**config.mk**
```make
export PLATFORM = sky130hd
export DESIGN_NAME = subservient_wb_loader
export DESIGN_NICKNAME = d
export VERILOG_FILES = /design/src/rtl/subservient_wb_loader.sv
export SDC_FILE = /design/constraint.sdc
export NUM_CORES = 1
export LEC_CHECK = 0
export CAP_MARGIN = 20
export CORE_MARGIN = 3
export CORE_UTILIZATION = 47
export DETAILED_ROUTE_END_ITERATION = 10
export PLACE_DENSITY = 0.77
export SLEW_MARGIN = 20
export SYNTH_ARGS = -nofsm -noshare
export SYNTH_HDL_FRONTEND = slang
export SYNTH_SLANG_ARGS = --single-unit
```
**constraint.sdc**
```tcl
create_clock -name i_clk -period 2.13 [get_ports i_clk]
set_input_delay 0.426 -clock i_clk [delete_from_list [all_inputs] [get_ports i_clk]]
set_output_delay 0.426 -clock i_clk [all_outputs]
set_load 0.01 [all_outputs]
```
**src/rtl/subservient_wb_loader.sv**
```systemverilog
// Byte-stream to Wishbone program loader: packs bytes little-endian into 32-bit words
// and writes each word to the SRAM's Wishbone port at an auto-incrementing word address.
module subservient_wb_loader #(
   parameter int depth = 256,
   parameter int aw    = $clog2(depth)
) (
   input  logic          i_clk,
   input  logic          i_rst,
   input  logic [7:0]    i_dat,
   input  logic          i_vld,
   output logic          o_rdy,
   input  logic          i_flush,
   input  logic          i_clr,
   output logic          o_busy,
   output logic          o_wrap,
   output logic [aw-3:0] o_wb_adr,
   output logic [31:0]   o_wb_dat,
   output logic [3:0]    o_wb_sel,
   output logic          o_wb_we,
   output logic          o_wb_stb,
   input  logic          i_wb_ack
);

   typedef enum logic {FILL, WRITE} state_t;

   state_t      state;
   logic [2:0]  cnt;
   logic [2:0]  cnt_nxt;
   logic        xfer;
   logic        wr_go;
   logic [31:0] dat_nxt;
   logic [3:0]  sel_nxt;

   // NOTE: every always_comb output gets a default first so no latch is inferred.
   always_comb begin
      xfer    = i_vld & o_rdy;
      cnt_nxt = cnt + {2'b00, xfer};
      dat_nxt = o_wb_dat;
      if (xfer) begin
         case (cnt[1:0])
            2'd0:    dat_nxt[7:0]   = i_dat;
            2'd1:    dat_nxt[15:8]  = i_dat;
            2'd2:    dat_nxt[23:16] = i_dat;
            default: dat_nxt[31:24] = i_dat;
         endcase
      end
      // The byte of this cycle counts first, so a 4th byte plus flush is one full write.
      wr_go = (cnt_nxt == 3'd4) || (i_flush && (cnt_nxt != 3'd0));
      case (cnt_nxt)
         3'd1:    sel_nxt = 4'b0001;
         3'd2:    sel_nxt = 4'b0011;
         3'd3:    sel_nxt = 4'b0111;
         default: sel_nxt = 4'b1111;
      endcase
   end

   // NOTE: sequential state uses non-blocking assignments only.
   always_ff @(posedge i_clk or posedge i_rst) begin
      if (i_rst) begin
         state    <= FILL;
         cnt      <= 3'd0;
         o_rdy    <= 1'b0;
         o_busy   <= 1'b0;
         o_wrap   <= 1'b0;
         o_wb_adr <= '0;
         o_wb_dat <= 32'd0;
         o_wb_sel <= 4'd0;
         o_wb_we  <= 1'b0;
         o_wb_stb <= 1'b0;
      end else begin
         case (state)
            FILL: begin
               if (i_clr) begin
                  cnt      <= 3'd0;
                  o_wb_adr <= '0;
                  o_wrap   <= 1'b0;
                  o_wb_dat <= 32'd0;
                  o_rdy    <= 1'b1;
               end else begin
                  cnt      <= cnt_nxt;
                  o_wb_dat <= dat_nxt;
                  if (wr_go) begin
                     o_wb_sel <= sel_nxt;
                     o_wb_stb <= 1'b1;
                     o_wb_we  <= 1'b1;
                     o_busy   <= 1'b1;
                     o_rdy    <= 1'b0;
                     state    <= WRITE;
                  end else begin
                     o_rdy    <= 1'b1;
                  end
               end
            end
            WRITE: begin
               if (i_wb_ack) begin
                  o_wb_stb <= 1'b0;
                  o_wb_we  <= 1'b0;
                  o_busy   <= 1'b0;
                  o_wb_sel <= 4'd0;
                  o_wb_dat <= 32'd0;
                  cnt      <= 3'd0;
                  o_wb_adr <= o_wb_adr + 1'b1;
                  if (&o_wb_adr)
                     o_wrap <= 1'b1;
                  o_rdy    <= 1'b1;
                  state    <= FILL;
               end
            end
            default: state <= FILL;
         endcase
      end
   end

endmodule

```
Yosys cells after proc, flatten, opt, wreduce, memory -nomap -nowiden. Cells that the tools add are included.

Word-level logic and storage cells: 79. Register bits: 49.

Equal/unequal tests: 16. Reductions and logical operators: 13. Muxes and demuxes: 35. Bitwise logic cells: 2. $add $sub $neg: 2.

Operator list (number): two-way mux 32 bit (3); one-hot mux 32 bit (2 select lines) (1); two-way mux 8 bit (4); AND reduction 3 bit (6); two-way mux 1 bit (12); two-way mux 4 bit (3); two-way mux 6 bit (2); one-hot mux 4 bit (3 select lines) (1); one-hot mux 6 bit (2 select lines) (1); inequality test 3 x 2 -> 1 bit (second input constant) (3); inequality test 2 bit (second input constant) (4); one-hot mux 1 bit (2 select lines) (4); one-hot mux 4 bit (2 select lines) (1); adder 6 x 1 -> 6 bit (second input constant) (1); equality test 3 x 2 -> 1 bit (second input constant) (2); two-way mux 3 bit (2); inequality test 3 bit (second input constant) (2); one-hot mux 3 bit (2 select lines) (1); AND reduction 6 bit (1); adder 3 x 1 -> 3 bit (1); equality test 3 x 1 -> 1 bit (second input constant) (1); equality test 3 bit (second input constant) (1); nonzero test 3 bit (1); OR reduction 3 bit (1); other kinds (9) (9).

Depth between registers and ports, before layout.
Word-level depth: 8. Gate-level depth with buffers: 7.

Least setup slack after synthesis. No wires, ideal clock.

Path type: reg-to-reg. From: register cnt[0]. To: register o_wb_sel[3]. Cell stages (with the launch flop): 8. Buffers on the path: 1. Slack: 218 ps. Arrival: 1775 ps. Clock period less this slack: 1912 ps. Cell sequence: dfrtp_1 > buf_6 > and3_2 > ha_1 > and4b_2 > o31ai_1 > a21oi_2 > a2bb2oi_1.

Cells in the longest elaborated chain, start to end: 6. Elaborated cells between the ends (all ways): 14.

Ends and longest elaborated chain: start, declared (line 27) `logic [2:0] cnt;`; start signal, assigned (line 80) `cnt <= cnt_nxt;`; adder 3 x 1 -> 3 bit * (line 37) `cnt_nxt = cnt + {2'b00, xfer};`; equality test 3 x 2 -> 1 bit (tied with other cells) (line 49) `case (cnt_nxt)`; one-hot mux 4 bit (3 select lines) / logical AND 1 bit (equally long branches) (line 49, 48); two-way mux 4 bit / logical OR 1 bit (equally long branches) (line 82, 48); two-way mux 4 bit / inequality test 2 bit (equally long branches); one-hot mux 4 bit (2 select lines) / AND reduction 3 bit (equally long branches); end signal, assigned (line 83) `o_wb_sel <= sel_nxt;`; end, declared (line 18) `output logic [3:0] o_wb_sel,`.

Every way passes the cells marked *; elsewhere a longest branch is shown, timed or not. The select of a mux whose other input is x is not followed. A chain may end at the register's enable or synchronous reset.

Final worst setup path.
From: input port i_vld. To: register o_wb_sel[3].

Cells in the longest elaborated chain, start to end: 7. Elaborated cells between the ends (all ways): 15.

Ends and longest elaborated chain: start, declared (line 10) `input logic i_vld,`; bitwise AND 1 bit * (line 36) `xfer = i_vld & o_rdy;`; adder 3 x 1 -> 3 bit * (line 37); equality test 3 x 2 -> 1 bit (tied with other cells) (line 49); one-hot mux 4 bit (3 select lines) / logical AND 1 bit (equally long branches) (line 49, 48); two-way mux 4 bit / logical OR 1 bit (equally long branches) (line 82, 48); two-way mux 4 bit / inequality test 2 bit (equally long branches); one-hot mux 4 bit (2 select lines) / AND reduction 3 bit (equally long branches).

Marks and branches as above.

==> results <==
- The run finished with clean final reports.
- The initial utilization of the core area, before any placement, comes to roughly half.
- The kind of path behind the tightest hold check is in2async.
- The HPWL after detailed placement is around 3.5 mm.
- For the worst-skew pair, the clock arrives at the later sink with an insertion delay of roughly 0.3 ns.
- The worst pin sits at a relative slew slack of around 76%.
- Counting along the longest clock path gives a buffer depth of 2.
- The number of antenna diodes in the final layout is 0.
- The max-slew violation count is 0.
- The clock tree from TritonCTS is built.
- When the netlist entered floorplanning its net count stood at 222.
- STA classifies the critical path startpoint as an input pin.
- In this run the power density over the cells is around 950 mW/mm².
- Entering global routing, the biggest net connects 49 pins.
- The final estimated routing congestion in global placement is just under 0.8.
- The average detailed-routed wire length per instance is between 10 and 15 µm.
- The share of final-layout standard cells stronger than drive strength 1 is about 15%.
- The overall die area is ~0.0055 mm².
- The post-detailed-route count of antenna-violating nets is 0.
- IR analysis of the VDD net gives a maximum drop of slightly below 0.6 mV.
- The slowest stage of the critical path belongs to the cell clkdlybuf4s50_1.
- The initial antenna violation count is 0.
- The die width is roughly 74 µm.
- Setup repair after global routing left no endpoint under its margin.
- Based on the critical path, the design can be clocked at up to 495 MHz.
- The number of buffers and inverters on the critical path is 1.
- The cell area reported after detailed placement is 0.00294 mm².
- For the final routed database, the setup TNS stands at 0 ns.
- The critical path required time is 2.35 ns.
- The post-CTS setup repair buffer count is 0.
- The critical path goes through clkdlybuf4s50_1, and3_2, ha_1, a211oi_1, o31ai_2, a21oi_2, a2bb2oi_1.
- The number of design rule violations left after detail routing is 0.
- The number of CTS-inserted buffers is 5.
- The number of enable flip-flop cells after synthesis is 0.
- The mean post-synth cell area is 10.6 µm².
- The total iterations of the first detailed-routing run is 4.
- Subtracting the final worst setup slack from the clock period gives roughly 2.0 ns.
- In this run the cell area of the synthesized design comes to 0.00219 mm².
- The overall power is about 2.9 mW.
- STA classifies the critical path endpoint as a flip-flop.
- Setup slack on the critical path of the routed design comes to between 0.1 and 0.15 ns.
- The area added between synthesis and finish is 38.3%.
- The proportion of synthesized chip area in sequential cells is between 50 and 60%.
- The row count is 24.
- The number of instances in the synthesized netlist is just over 200.
- The part of the cycle the worst path needs is a little over nine tenths.
- The clock tree synthesis step divided the H-tree into 2 levels.
- The overall routing resource usage is a little under a fifth.
- Counting flops and latches in the post-synthesis netlist gives 48.
- The number of fillers in the final layout is around 350.
- The number of warnings printed during yosys synthesis is 0.
- The number of different library cells used by synthesis comes to 42.
- In the routed layout, each cell is associated on average with a via count of between 5 and 6.
- The via count of the first global-routing pass is ~1600.
- For this design, the CTS-stage hold fixing added 0 buffers.
- The largest driver fanout on the critical path is 5.
- The total count of hold-check failures in the final report is 0.
- In this run the static leakage power is 1.33 nW.
- The type of the worst setup path is in2reg.
- For this run, the post-layout net count is between 200 and 300.
- The number of clock sinks is 48.
- The kind of cell adding the most delay to the critical path is compound AO/OA/AOI/OAI gates.
- The minimum setup slack after placement is -0.221 ns.
- The count of buffers added on input and output ports is 60.
- The core footprint is about 0.0044 mm².
- The critical path's largest stage delay is ~0.41 ns.
- The slew at the pin closest to its max-slew limit is 0.355 ns.
- The most used flip-flop cell after synthesis is dfrtp_1.
- The clock-pin transition on the worst setup and hold timing paths is about 0.080 ns.
- For this run the aggregate overflow at the end of global routing stands at 0.
- For this run, the share of the core covered by cells in the final layout is between 60 and 70%.
- Wires add up to 4.74 mm.
- Summing all non-filler instances in the final layout gives an area of between 0.003 and 0.004 mm².
- For the worst setup path, the data arrival time is 2.24 ns.
- The global-route wire length before repair is 8.02 mm.
- In this run the vertical extent of the chip is between 70 and 80 µm.
- Max-cap violations in this run came to 0.
- The I/O pin count is between 60 and 70.
- On the final layout, the worst clock skew is 0.00668 ns.
- The clock root buffer master is clkbuf_8.
- Counting flops with an async set or reset pin after synthesis yields a share of 100%.
- The routed via count is around 1700.
- The detailed router finished its first iteration with 100 violations.
- The number of failing setup endpoints in the final timing report is 0.
## metrics by stage
stage	hold WS, ns	instances
3_5_place_dp	0.489	325
5_1_grt	0.503	332
4_1_cts	0.494	332
6_report	0.483	332
2_1_floorplan	0.524	206
3_3_place_gp	0.480	325
## per-layer routing
layer / GRT usage, % / vias up / part of all wire [%] / wire length (µm)
li1: - / 845 / - / -
met5: 0 / - / 0 / 0
met4: 4.15 / 0 / 0.84 / 40
met1: 29.2 / 808 / 50 / 2350
met3: 4.46 / 4 / 4.0 / 188
met2: 27.4 / 42 / 46 / 2170
## placed cells by master (no fill, tap or decap), types with 2 or more instances in the layout
| cell type | synthesis | routed |
|---|---|---|
| nand3_1 | 17 | 17 |
| o22ai_1 | 2 | 2 |
| xnor2_1 | 5 | 5 |
| nand2_1 | 29 | 29 |
| buf_4 | 4 | 20 |
| clkdlybuf4s50_1 | 0 | 60 |
| nor2_1 | 9 | 9 |
| mux2i_1 | 17 | 16 |
| clkbuf_8 | 0 | 5 |
| and2_1 | 2 | 2 |
| xor2_1 | 2 | 2 |
| nand2b_1 | 2 | 2 |
| o21ai_0 | 20 | 20 |
| inv_1 | 11 | 10 |
| dfrtp_1 | 48 | 48 |
| ha_1 | 2 | 2 |
## kinds of logic after synthesis
kind of cell    Yosys count  share of synthesized area, %
xor+xnor                  7                          2.80
mux                      18                          8.29
buf+inv                  25                          5.89
compound gates           34                          10.0
flops                    48                          54.9
simple gates             72                          17.0
fa+ha+maj                 2                          1.14
## synthesized netlist by cell type, types with 2 or more instances
master	number	share of area, %
dfrtp_1	48	55
nand2_1	29	5.0
o21ai_0	20	4.6
mux2i_1	17	7.8
nand3_1	17	3.9
inv_1	11	1.9
nor2_1	9	1.5
xnor2_1	5	2.0
buf_2	4	0.91
buf_4	4	1.4
clkbuf_1	4	0.69
and2_1	2	0.57
buf_6	2	1.0
ha_1	2	1.1
nand2b_1	2	0.57
o22ai_1	2	0.57
o31ai_1	2	0.69
xor2_1	2	0.80
## cell type report
class / instances / area, µm² / share of cell area [%]
Clock buffer: 5 / 68.8 / 2.27
Sequential cell: 48 / 1200 / 39.7
Timing Repair Buffer: 81 / 771 / 25.5
Clock inverter: 2 / 12.5 / 0.413
Inverter: 11 / 41.3 / 1.36
Multi-Input combinational cell: 133 / 867 / 28.6
Tap cell: 52 / 65.1 / 2.15
## worst reg2reg max path, stage by stage (launching register included)
cell       delay, ns
dfrtp_1         0.43
and3_2          0.21
ha_1            0.31
a211oi_1        0.34
o31ai_2         0.13
a21oi_2         0.22
a2bb2oi_1       0.19
## registers in the layout, summed over array words and instances, names as in the netlist
| name | count |
|---|---|
| o_wb_sel | 4 |
| o_rdy | 1 |
| o_wb_dat | 32 |
| state | 1 |
| o_wrap | 1 |
| cnt | 3 |
| o_wb_adr | 6 |
## power by group
part	leakage, nW	switching [mW]	internal, mW
clock network	0.0400	0.295	0.223
registers	0.651	0.121	1.06
logic	0.637	0.559	0.616
total	1.33	0.975	1.89
## worst paths after layout
kind,cells past startpoint,from,slack [ns],endpoint
max,7,i_vld,0.11,o_wb_sel[3]
min,3,i_rst,0.48,o_wrap
max reg2reg,6,o_rdy,0.22,o_wb_sel[3]
min reg2reg,2,o_wb_dat[18],0.50,o_wb_dat[18]
max in group asynchronous,3,i_rst,1.43,o_wb_dat[5]
min in group i_clk,2,o_wb_dat[18],0.50,o_wb_dat[18]
## what timing repair did
| action | 4_1_cts | 5_1_grt |
|---|---|---|
| hold endpoints to repair | 0 | 0 |
| gates resized for setup | 0 | 1 |
| endpoints found under the setup margin | 0 | 4 |
Note: power is estimated with default switching activity, not from simulation.
